===== src/rtl/wb_port_arbiter.sv =====
// Write-back port arbiter: three valid/ready sources, one-entry buffers, round-robin drain to a registered RF write port.
// Optional `WB_SCOREBOARD_EN adds a pending-write lookup (chk_addr_i / chk_hit_o).
module wb_port_arbiter #(
    parameter int unsigned DW = 32,
    parameter int unsigned AW = 5
) (
    input  logic          clk_i,
    input  logic          rst_i,
    input  logic          src0_valid_i,
    input  logic [DW-1:0] src0_data_i,
    input  logic [AW-1:0] src0_addr_i,
    output logic          src0_ready_o,
    input  logic          src1_valid_i,
    input  logic [DW-1:0] src1_data_i,
    input  logic [AW-1:0] src1_addr_i,
    output logic          src1_ready_o,
    input  logic          src2_valid_i,
    input  logic [DW-1:0] src2_data_i,
    input  logic [AW-1:0] src2_addr_i,
    output logic          src2_ready_o,
    output logic          rf_we_o,
    output logic [AW-1:0] rf_waddr_o,
    output logic [DW-1:0] rf_wdata_o,
    output logic [1:0]    wb_sel_o,
    output logic          busy_o
`ifdef WB_SCOREBOARD_EN
    ,
    input  logic [AW-1:0] chk_addr_i,
    output logic          chk_hit_o
`endif
);

    localparam int unsigned NSRC = 3;

    logic [NSRC-1:0] full_q, full_d;
    logic [DW-1:0]   data_q [NSRC];
    logic [DW-1:0]   data_d [NSRC];
    logic [AW-1:0]   addr_q [NSRC];
    logic [AW-1:0]   addr_d [NSRC];
    logic [1:0]      last_q, last_d;

    logic            rf_we_q, rf_we_d;
    logic [AW-1:0]   rf_waddr_q, rf_waddr_d;
    logic [DW-1:0]   rf_wdata_q, rf_wdata_d;
    logic [1:0]      wb_sel_q, wb_sel_d;

    logic [NSRC-1:0] valid_c, ready_c, grant_c;
    logic [DW-1:0]   din_c [NSRC];
    logic [AW-1:0]   ain_c [NSRC];
    logic [1:0]      o0_c, o1_c, o2_c, g_c;
    logic            gnt_any_c;

    assign valid_c  = {src2_valid_i, src1_valid_i, src0_valid_i};
    assign din_c[0] = src0_data_i;
    assign din_c[1] = src1_data_i;
    assign din_c[2] = src2_data_i;
    assign ain_c[0] = src0_addr_i;
    assign ain_c[1] = src1_addr_i;
    assign ain_c[2] = src2_addr_i;

    // Round-robin search order begins just after the last granted source.
    always_comb begin
        o0_c = 2'd0;
        o1_c = 2'd1;
        o2_c = 2'd2;
        case (last_q)
            2'd0: begin o0_c = 2'd1; o1_c = 2'd2; o2_c = 2'd0; end
            2'd1: begin o0_c = 2'd2; o1_c = 2'd0; o2_c = 2'd1; end
            default: ;
        endcase
    end

    always_comb begin
        g_c       = 2'd0;
        gnt_any_c = 1'b1;
        if (full_q[o0_c])      g_c = o0_c;
        else if (full_q[o1_c]) g_c = o1_c;
        else if (full_q[o2_c]) g_c = o2_c;
        else                   gnt_any_c = 1'b0;
        grant_c = gnt_any_c ? 3'(3'b001 << g_c) : 3'b000;
    end

    // A buffer being drained this cycle may be refilled on the same edge.
    assign ready_c      = ~full_q | grant_c;
    assign src0_ready_o = ready_c[0];
    assign src1_ready_o = ready_c[1];
    assign src2_ready_o = ready_c[2];
    assign busy_o       = |full_q;

    always_comb begin
        full_d = full_q;
        data_d = data_q;
        addr_d = addr_q;
        last_d = last_q;
        if (gnt_any_c) begin
            full_d[g_c] = 1'b0;
            last_d      = g_c;
        end
        for (int i = 0; i < NSRC; i++) begin
            if (valid_c[i] && ready_c[i]) begin
                full_d[i] = 1'b1;
                data_d[i] = din_c[i];
                addr_d[i] = ain_c[i];
            end
        end
    end

    // Writes to $zero are granted and reported on wb_sel but never enabled.
    always_comb begin
        rf_we_d    = 1'b0;
        rf_waddr_d = rf_waddr_q;
        rf_wdata_d = rf_wdata_q;
        wb_sel_d   = wb_sel_q;
        if (gnt_any_c) begin
            rf_we_d    = (addr_q[g_c] != '0);
            rf_waddr_d = addr_q[g_c];
            rf_wdata_d = data_q[g_c];
            wb_sel_d   = g_c;
        end
    end

    always_ff @(posedge clk_i or posedge rst_i) begin
        if (rst_i) begin
            full_q     <= '0;
            data_q     <= '{default: '0};
            addr_q     <= '{default: '0};
            last_q     <= 2'd2;
            rf_we_q    <= 1'b0;
            rf_waddr_q <= '0;
            rf_wdata_q <= '0;
            wb_sel_q   <= 2'd0;
        end else begin
            full_q     <= full_d;
            data_q     <= data_d;
            addr_q     <= addr_d;
            last_q     <= last_d;
            rf_we_q    <= rf_we_d;
            rf_waddr_q <= rf_waddr_d;
            rf_wdata_q <= rf_wdata_d;
            wb_sel_q   <= wb_sel_d;
        end
    end

    assign rf_we_o    = rf_we_q;
    assign rf_waddr_o = rf_waddr_q;
    assign rf_wdata_o = rf_wdata_q;
    assign wb_sel_o   = wb_sel_q;

`ifdef WB_SCOREBOARD_EN
    // Pending write to chk_addr_i either still buffered or on the port this cycle.
    always_comb begin
        chk_hit_o = rf_we_q && (rf_waddr_q == chk_addr_i);
        for (int i = 0; i < NSRC; i++) begin
            if (full_q[i] && (addr_q[i] == chk_addr_i) && (chk_addr_i != '0)) chk_hit_o = 1'b1;
        end
    end
`endif

endmodule

===== config.mk =====
export PLATFORM = sky130hd
export DESIGN_NAME = wb_port_arbiter
export DESIGN_NICKNAME = d
export VERILOG_FILES = /design/src/rtl/wb_port_arbiter.sv
export SDC_FILE = /design/constraint.sdc
export NUM_CORES = 1
export LEC_CHECK = 0
export CAP_MARGIN = 25
export CORE_MARGIN = 4
export CORE_UTILIZATION = 55
export CTS_BUF_LIST = sky130_fd_sc_hd__clkbuf_4 sky130_fd_sc_hd__clkbuf_8
export DETAILED_ROUTE_END_ITERATION = 6
export PLACE_DENSITY = 0.9
export SKIP_LAST_GASP = 1
export SYNTH_ARGS = -nofsm -noshare
export SYNTH_HDL_FRONTEND = slang
export SYNTH_SLANG_ARGS = --single-unit
export TNS_END_PERCENT = 1

===== constraint.sdc =====
create_clock -name clk_i -period 8.5 [get_ports clk_i]
set_input_delay 1.275 -clock clk_i [delete_from_list [all_inputs] [get_ports clk_i]]
set_output_delay 1.275 -clock clk_i [all_outputs]
set_load 0.01 [all_outputs]

### Word level (Yosys, flattened, before mapping)

Cells that the tools add are included.

* flip-flop bits (word level): 156
* output and inout port bits: 44
* input port bits: 116
* logic and storage cells: 66

* magnitude comparators: 6
* shifts and indexed selects: 1
* equal/unequal tests: 1
* bitwise gates (word level): 5
* muxes and demuxes: 29
* reductions and logical operators: 10

Operators by type and width (number)
* 32-bit binary-select mux with 2-bit select: 1
* 32-bit two-way mux: 2
* 2-bit by 3-bit < comparator with 1-bit output (second input constant): 4
* 2-bit one-hot mux with 2 select lines: 3
* 1-bit two-way mux: 11
* 5-bit binary-select mux with 2-bit select: 1
* 5-bit two-way mux: 2
* 1-bit binary-select mux with 2-bit select: 3
* 2-bit two-way mux: 3
* 3-bit two-way mux: 2
* 3-bit inverter: 2
* 2-bit nonzero test: 3
* 5-bit nonzero test: 1
* 1-bit logical AND: 4
* 3-bit AND: 1
* 3-bit >= comparator (second input constant): 1
* 2-bit inverter with 3-bit output: 1
* 3-bit OR: 1
* 3-bit OR reduction: 1
* 1-bit by 2-bit left shift with 3-bit output (first input constant): 1
* 1-bit demux with 2-bit select: 1
* 2-bit by 1-bit == test with 1-bit output (second input constant): 1
* 2-bit by 1-bit >= comparator with 1-bit output (second input constant): 1
* 2-bit logical NOT: 1

### Depth between registers and ports, before layout

Gate-level depths: netlist of run 1.

* word-level depth: 15
* depth in mapped cells: 8
* depth with buffers taken out: 6

### Least setup slack after synthesis of run 1

No wires, ideal clock.

* path type: flip-flop to output port
* start: register full_q[2]
* end: output busy_o
* data required time: 7.225 ns
* arrival time: 1.008 ns
* setup slack: 6.217 ns
* buffers on the path: 1
* stages on the path, launching flop included: 4
* path through: dfrtp_1 -> nor3_1 -> inv_1 -> clkbuf_1

* cells in the longest elaborated chain, start to end: 1

Ends and longest elaborated chain
* start, declared: line 35 `logic [NSRC-1:0] full_q, full_d;`
* start signal, assigned: line 133 `full_q <= full_d;`
* 3-bit OR reduction: line 88 `assign busy_o = |full_q;`
* end, declared: line 25 `output logic busy_o`

No other way between the ends.

### Worst setup path in the final report of run 1

* start: register full_q[0]
* end: output busy_o

The elaborated chain is that of the path after synthesis.

==> results by group, run 1 <==
Run status
  • Outcome: finished clean

Global route
  • Initial antenna violation count: 0
  • Total gr overflow: 0
  • Overall Global Routing Usage: 24.93%
  • Vias in the first global route: 4925
  • First-pass GRT wire length: 24.96 mm
  • Largest net degree at the start of global routing: 91

Yosys
  • Top_reg_cell synth: dfrtp_1
  • Mapped Nets: 566
  • Post-synthesis register bit count: 155
  • Register area share after synthesis: 60.97%
  • Synth area leader: dfrtp_1
  • Cells after Synth: 450
  • Post-Syn Area: 6364 sq um
  • Synth top area cells: dfrtp_1 (61%), mux2_2 (14%), mux2_4 (7.1%)
  • Top cells by count, synth: dfrtp_1 (154), mux2_2 (80), nand2_1 (32)
  • Async SR Flop Fraction: 100.0%
  • Synth Warn #: 0
  • Post-synth EDFFs: 0
  • Synth cell types: 33
  • Top-count cell post-synth: dfrtp_1
  • Syn Area/Cell: 14.14 sq um
  • Area share of the largest cell type after synthesis: 60.56%

Clock network
  • Max H-tree Level: 4
  • CTS Root Cell: clkbuf_8
  • Post-CTS sizing: 0
  • Postcts setup bufs: 0
  • CTS Buf Count: 17
  • Clock Latency Late Sink: 0.45 ns
  • Clock tree buffer depth: 2
  • Post-CTS Hold Buffers: 0
  • TritonCTS clock tree: yes
  • CTS clk-pin slew, worst paths: 0.08 ns
  • CTS Sinks: 155

Floorplanning
  • Initial core utilization: 55.97%
  • Core ar.: 11370 sq um
  • Chip Width: 115.6 um
  • Die span in y: 115.6 um
  • Cell Rows: 39
  • I/O pin cnt: 160
  • Die Area: 13360 sq um

Timing
  • Final Hold Fails: 0
  • Fin. max-slew vios: 0
  • Fin crit share: 43.85%
  • Worst-Margin Slew: 0.9853 ns
  • Unrepaired setup endpoints after global routing: no
  • Clk_skew: 0.01389 ns
  • Relative slew margins: 34.08%
  • Setup Total Neg Slack: 0 ns
  • F_max: 268.3 MHz
  • Final setup fails: 0
  • Hold slack: 0.5011 ns
  • Crit path time final: 3.727 ns

Worst setup path
  • Crit path required time: 7.22 ns
  • Critical path endpoint category: primary output
  • Crit-path max FO: 31
  • Critical path arrival: 2.45 ns
  • CP max stage cell: inv_1
  • Max incr delay on CP: 0.71 ns
  • Type of origin of the critical path: flip-flop
  • CP cell instances: nor3_2 > inv_1 > clkdlybuf4s50_1
  • Crit path kind: flip-flop to primary output

Power and ir drop
  • Static leakage: 3.672 nW
  • Max IR drop VDD: 0.2660 mV
  • Power density over cell area: 417.3 nW/um^2

Place
  • Port Buffers: 159
  • DP Area: 7985 sq um
  • DP Wirelength: 10.28 mm
  • Gpl congestion: 0.7915

Cells and area
  • Design Area, Final: 8471 sq um
  • Filler Cells Inserted: 739
  • Core Util, Final: 74.50%
  • Area Growth Syn to Fin: 33.11%
  • Fraction of layout cells with a size suffix above 1: 25.32%
  • # diodes: 0
  • Fin nets: 719

Min path
  • Min-delay worst type: flip-flop to flip-flop

Drt
  • Initial DRC Count: 460
  • Pre-Repair DR Iteration Count: 6
  • Final wirelength: 15.95 mm
  • Routed Antenna Nets: 0
  • # DRC: 0
  • Vias/cell: 5.748
  • Vias: 4363
  • Wire per inst: 21.01 um

Job
  • Max Cap Viol: 0
==> layer usage <==
metal | global-route usage (%) | up-vias | share of wire [%]
li1 | - | 1944 | -
met1 | 29.67 | 2233 | 40
met2 | 42.55 | 167 | 52
met3 | 8.564 | 19 | 7.3
met4 | 8.451 | 0 | 1.1
met5 | 0 | - | 0
==> flip-flops by register name, indices dropped and copies added (netlist names) <==
register / cells
data_q: 96
rf_we_o: 1
last_q: 2
addr_q: 15
rf_waddr_o: 5
rf_wdata_o: 32
wb_sel_o: 1
full_q: 3
==> critical path: cells and delay by family (launching register included) <==
family	cells	cell delay, ns
flip-flops	1	0.52
buffers and inverters	2	1.40
AND/OR/NAND/NOR	1	0.08
==> placed cells by master (no fill, tap or decap), types with 2 or more instances in the layout <==
| cell type | netlist | routed |
|---|---|---|
| clkdlybuf4s50_1 | 0 | 159 |
| a221o_1 | 11 | 11 |
| nand3_1 | 11 | 11 |
| clkinv_4 | 0 | 2 |
| bufinv_16 | 0 | 5 |
| a222oi_1 | 16 | 16 |
| and2_2 | 0 | 2 |
| a21oi_1 | 26 | 26 |
| buf_4 | 4 | 3 |
| dfrtp_1 | 154 | 154 |
| nand2_2 | 3 | 3 |
| clkbuf_4 | 0 | 2 |
| nor2_1 | 16 | 16 |
| o22ai_1 | 2 | 2 |
| clkinv_2 | 0 | 4 |
| mux2_2 | 80 | 80 |
| a22oi_1 | 20 | 20 |
| nand2_1 | 32 | 32 |
| clkbuf_8 | 0 | 18 |
| mux2_4 | 30 | 30 |
| nand2b_1 | 3 | 3 |
==> cell families (layout without fill, tap and decap cells) <==
family / Yosys count / after routing / share of synthesized area [%]
flops: 155 / 155 / 60.97
mux: 111 / 111 / 21.41
compound gates: 80 / 80 / 9.339
buf+inv: 31 / 197 / 3.008
simple gates: 73 / 73 / 5.269
==> power breakdown <==
part	leakage, nW	switching (W)	internal, W	total, W
registers	1.82	0.000233	0.00113	0.00136
logic	1.62	0.000687	0.000849	0.00154
clock network	0.233	0.000271	0.000363	0.000633
total	3.67	0.00119	0.00234	0.00353
==> stage by stage <==
| stage | power, W | std cells | worst slack, ns |
|---|---|---|---|
| 2_1_floorplan | 0.002373 | 450 | 3.049 |
| 3_3_place_gp | 0.002803 | 726 | 5.320 |
| 3_5_place_dp | 0.002893 | 726 | 5.241 |
| 4_1_cts | 0.003538 | 758 | 4.759 |
| 5_1_grt | 0.003745 | 759 | 4.597 |
| 6_report | 0.003534 | 759 | 4.773 |
==> final cells by class <==
class / instances / area [sq um] / area share [%]
tap: 143 / 178.9 / 2.112
timing repair buffer: 163 / 1642 / 19.38
inverter: 2 / 12.51 / 0.1477
clock inverter: 12 / 195.2 / 2.304
clock buffer: 20 / 262.8 / 3.102
multi-input combinational: 264 / 2300 / 27.15
sequential: 155 / 3880 / 45.81
==> final timing paths <==
| kind | startpoint | end | slack [ns] | cells after the start |
|---|---|---|---|---|
| setup / recovery | full_q[0] | busy_o | 4.77 | 3 |
| hold / removal | data_q[37] | rf_wdata_o[5] | 0.50 | 1 |
| setup reg to reg | full_q[1] | data_q[67] | 5.84 | 6 |
| hold reg to reg | data_q[37] | rf_wdata_o[5] | 0.50 | 1 |
| max in group asynchronous | rst_i | data_q[92] | 5.79 | 3 |
| min in group asynchronous | rst_i | data_q[85] | 1.38 | 2 |
No activity file was read; power rests on OpenSTA's default activity.
==> run 2, diff against run 1 <==
- CORE_UTILIZATION: 55 -> 51
- PLACE_DENSITY: 0.9 -> 0.85
- clock period: 8.5 -> 3.82 ns (I/O delays scaled with it)
==> run 2 against run 1 <==
Cell count grew 3.8%. Critical path depth grew 2. Clock power grew 100%. Sequential cell count is the same. Wire length shrank 2.3%. Sequential share of layout area shrank 0.28 points. Critical path type unchanged. Setup slack lost 4.0 ns. Die area grew 7.3%. Utilization shrank 4.1 points. Critical endpoint is now src2_ready_o.
==> results by group, run 2 (synthesis results as in run 1) <==
Run status
  • Outcome: finished clean

Floorplanning
  • Die span in y: 119.7 um (+3.6%)
  • Chip Width: 119.7 um (+3.6%)
  • Cell Rows: 40 (+2.6%)
  • Initial core utilization: 52.54% (-3.4 points)
  • I/O pin cnt: 160 (unchanged)
  • Die Area: 14330 sq um (+7.3%)
  • Core ar.: 12110 sq um (+6.5%)

Clock network
  • Clock tree buffer depth: 2 (unchanged)
  • CTS Buf Count: 17 (unchanged)
  • CTS Sinks: 155 (unchanged)
  • Post-CTS Hold Buffers: 0 (unchanged)
  • TritonCTS clock tree: yes
  • CTS clk-pin slew, worst paths: 0.08 ns (about the same)
  • Clock Latency Late Sink: 0.44 ns (about the same)
  • Max H-tree Level: 4 (unchanged)
  • CTS Root Cell: clkbuf_8
  • Post-CTS sizing: 0 (unchanged)
  • Postcts setup bufs: 0 (unchanged)

Power and ir drop
  • Static leakage: 3.679 nW (+0.19%)
  • Max IR drop VDD: 0.4945 mV (+86%)
  • Total Power: 0.007753 W (+120%)
  • Power density over cell area: 909.7 nW/um^2 (+120%)

Timing
  • Fin crit share: 80.71%
  • Worst-Margin Slew: 0.9574 ns (-0.02791 ns)
  • Unrepaired setup endpoints after global routing: no
  • Relative slew margins: 35.95% (+1.9 points)
  • Final worst-path setup slack: 0.7370 ns (-4.036 ns)
  • Crit path time final: 3.083 ns
  • F_max: 324.4 MHz
  • Fin. max-slew vios: 0 (unchanged)
  • Setup Total Neg Slack: 0 ns (unchanged)
  • Final Hold Fails: 0 (unchanged)
  • Final setup fails: 0 (unchanged)
  • Clk_skew: 0.007679 ns (-0.006206 ns)

Global route
  • Vias in the first global route: 4893 (-0.65%)
  • First-pass GRT wire length: 25.29 mm (+1.3%)
  • Initial antenna violation count: 1 (+1)
  • Largest net degree at the start of global routing: 64 (-30%)
  • Overall Global Routing Usage: 22.50% (-2.4 points)
  • Total gr overflow: 0 (unchanged)

Drt
  • Vias/cell: 5.542 (-3.6%)
  • Initial DRC Count: 392 (-15%)
  • Routed Antenna Nets: 0 (unchanged)
  • Final wirelength: 15.59 mm (-2.3%)
  • # DRC: 0 (unchanged)
  • Wire per inst: 19.78 um (-5.9%)
  • Pre-Repair DR Iteration Count: 5 (-1)
  • Vias: 4367 (+0.092%)

Worst setup path
  • Reg2Reg Depth: 6 (unchanged)
  • Crit path kind: flip-flop to primary output
  • Critical path arrival: 2.51 ns (+0.06 ns)
  • Register-to-register setup slack: 1.24 ns (-4.60 ns)
  • Crit path required time: 3.25 ns (-3.97 ns)
  • CP cell instances: and2b_1 > o22ai_1 > nand2_1 > nand2_2 > clkdlybuf4s50_1
  • RR Startpoint: full_q[1]
  • CP max stage cell: clkdlybuf4s50_1
  • Worst path bufs/invs: 1 (-1)
  • Max incr delay on CP: 0.57 ns (-0.14 ns)
  • Type of origin of the critical path: flip-flop
  • Crit-path max FO: 14 (-55%)
  • Critical path endpoint category: primary output
  • Reg2Reg Capture Point: addr_q[13]
  • Crit-path leading delay family: simple AND/OR/NAND/NOR gates

Place
  • Port Buffers: 159 (unchanged)
  • DP Wirelength: 10.53 mm (+2.5%)
  • Gpl congestion: 0.8125 (+2.7%)
  • DP Worst Slack: 1.195 ns (-4.046 ns)

Cells and area
  • Fraction of layout cells with a size suffix above 1: 25.65% (+0.32 points)
  • Filler Cells Inserted: 838 (+13%)
  • Number of flip-flops in the largest register: 96 (unchanged)
  • Fin nets: 724 (+0.70%)
  • # diodes: 0 (unchanged)
  • Commonest cells after routing, fill and taps aside: clkdlybuf4s50_1 (159), dfrtp_1 (154), mux2_2 (80)
  • Area Growth Syn to Fin: 33.94%
  • Most common cell after layout, fill and taps aside: clkdlybuf4s50_1
  • Core Util, Final: 70.37% (-4.1 points)
  • Largest register by flop count: data_q

Job
  • Max Cap Viol: 0 (unchanged)

Min path
  • Min-delay worst type: input pin to async pin
-- run 2: how the worst max path moves through the flow --
stage | from | to | slack (ns) | depth (start not counted)
floorplan | rst_i | addr_q[0] | 1.29 | 1
global placement | last_q[1] | data_q[52] | 1.24 | 6
detailed placement | full_q[2] | data_q[38] | 1.20 | 6
CTS | full_q[1] | src2_ready_o | 0.72 | 5
global route | full_q[1] | src2_ready_o | 0.60 | 5
finish | full_q[1] | src2_ready_o | 0.74 | 5
-- run 2: per-stage QoR --
| stage | cell area, sq um | cells | hold WS (ns) |
|---|---|---|---|
| 2_1_floorplan | 6367 | 450 | 0.4564 |
| 3_3_place_gp | 8069 | 755 | 0.4671 |
| 3_5_place_dp | 8069 | 755 | 0.4786 |
| 4_1_cts | 8483 | 786 | 0.4946 |
| 5_1_grt | 8523 | 788 | 0.3443 |
| 6_report | 8523 | 788 | 0.3718 |
-- run 2: cell type report --
class	instances	area, sq um	share of cell area, %
clock inverters	7	115.1	1.351
inverters	2	11.26	0.1321
repair buffers	168	1709	20.05
flip-flops and latches	155	3880	45.52
clock buffers	24	299.0	3.509
multi-input cells	264	2298	26.97
well taps	168	210.2	2.466
-- run 2: worst register-to-register path: cells and delay by family (launching register included) --
| family | cells | cell delay [ns] |
|---|---|---|
| AO/OA/AOI/OAI | 1 | 0.41 |
| flip-flops | 1 | 0.46 |
| AND/OR/NAND/NOR | 4 | 1.08 |
| multiplexers | 1 | 0.52 |
-- run 2: power breakdown --
| group | switching (W) | internal [W] |
|---|---|---|
| Sequential | 0.000514 | 0.00252 |
| Combinational | 0.00152 | 0.00192 |
| Clock | 0.000570 | 0.000712 |
| Total | 0.00261 | 0.00515 |
-- run 2: per-layer routing --
layer  GRT usage (%)  wire length [um]  up-vias
li1                -                 -     1958
met3           7.823              1147       26
met4           8.304               284        2
met1           27.91              6476     2224
met2           36.65              7664      157
met5               0                12        -
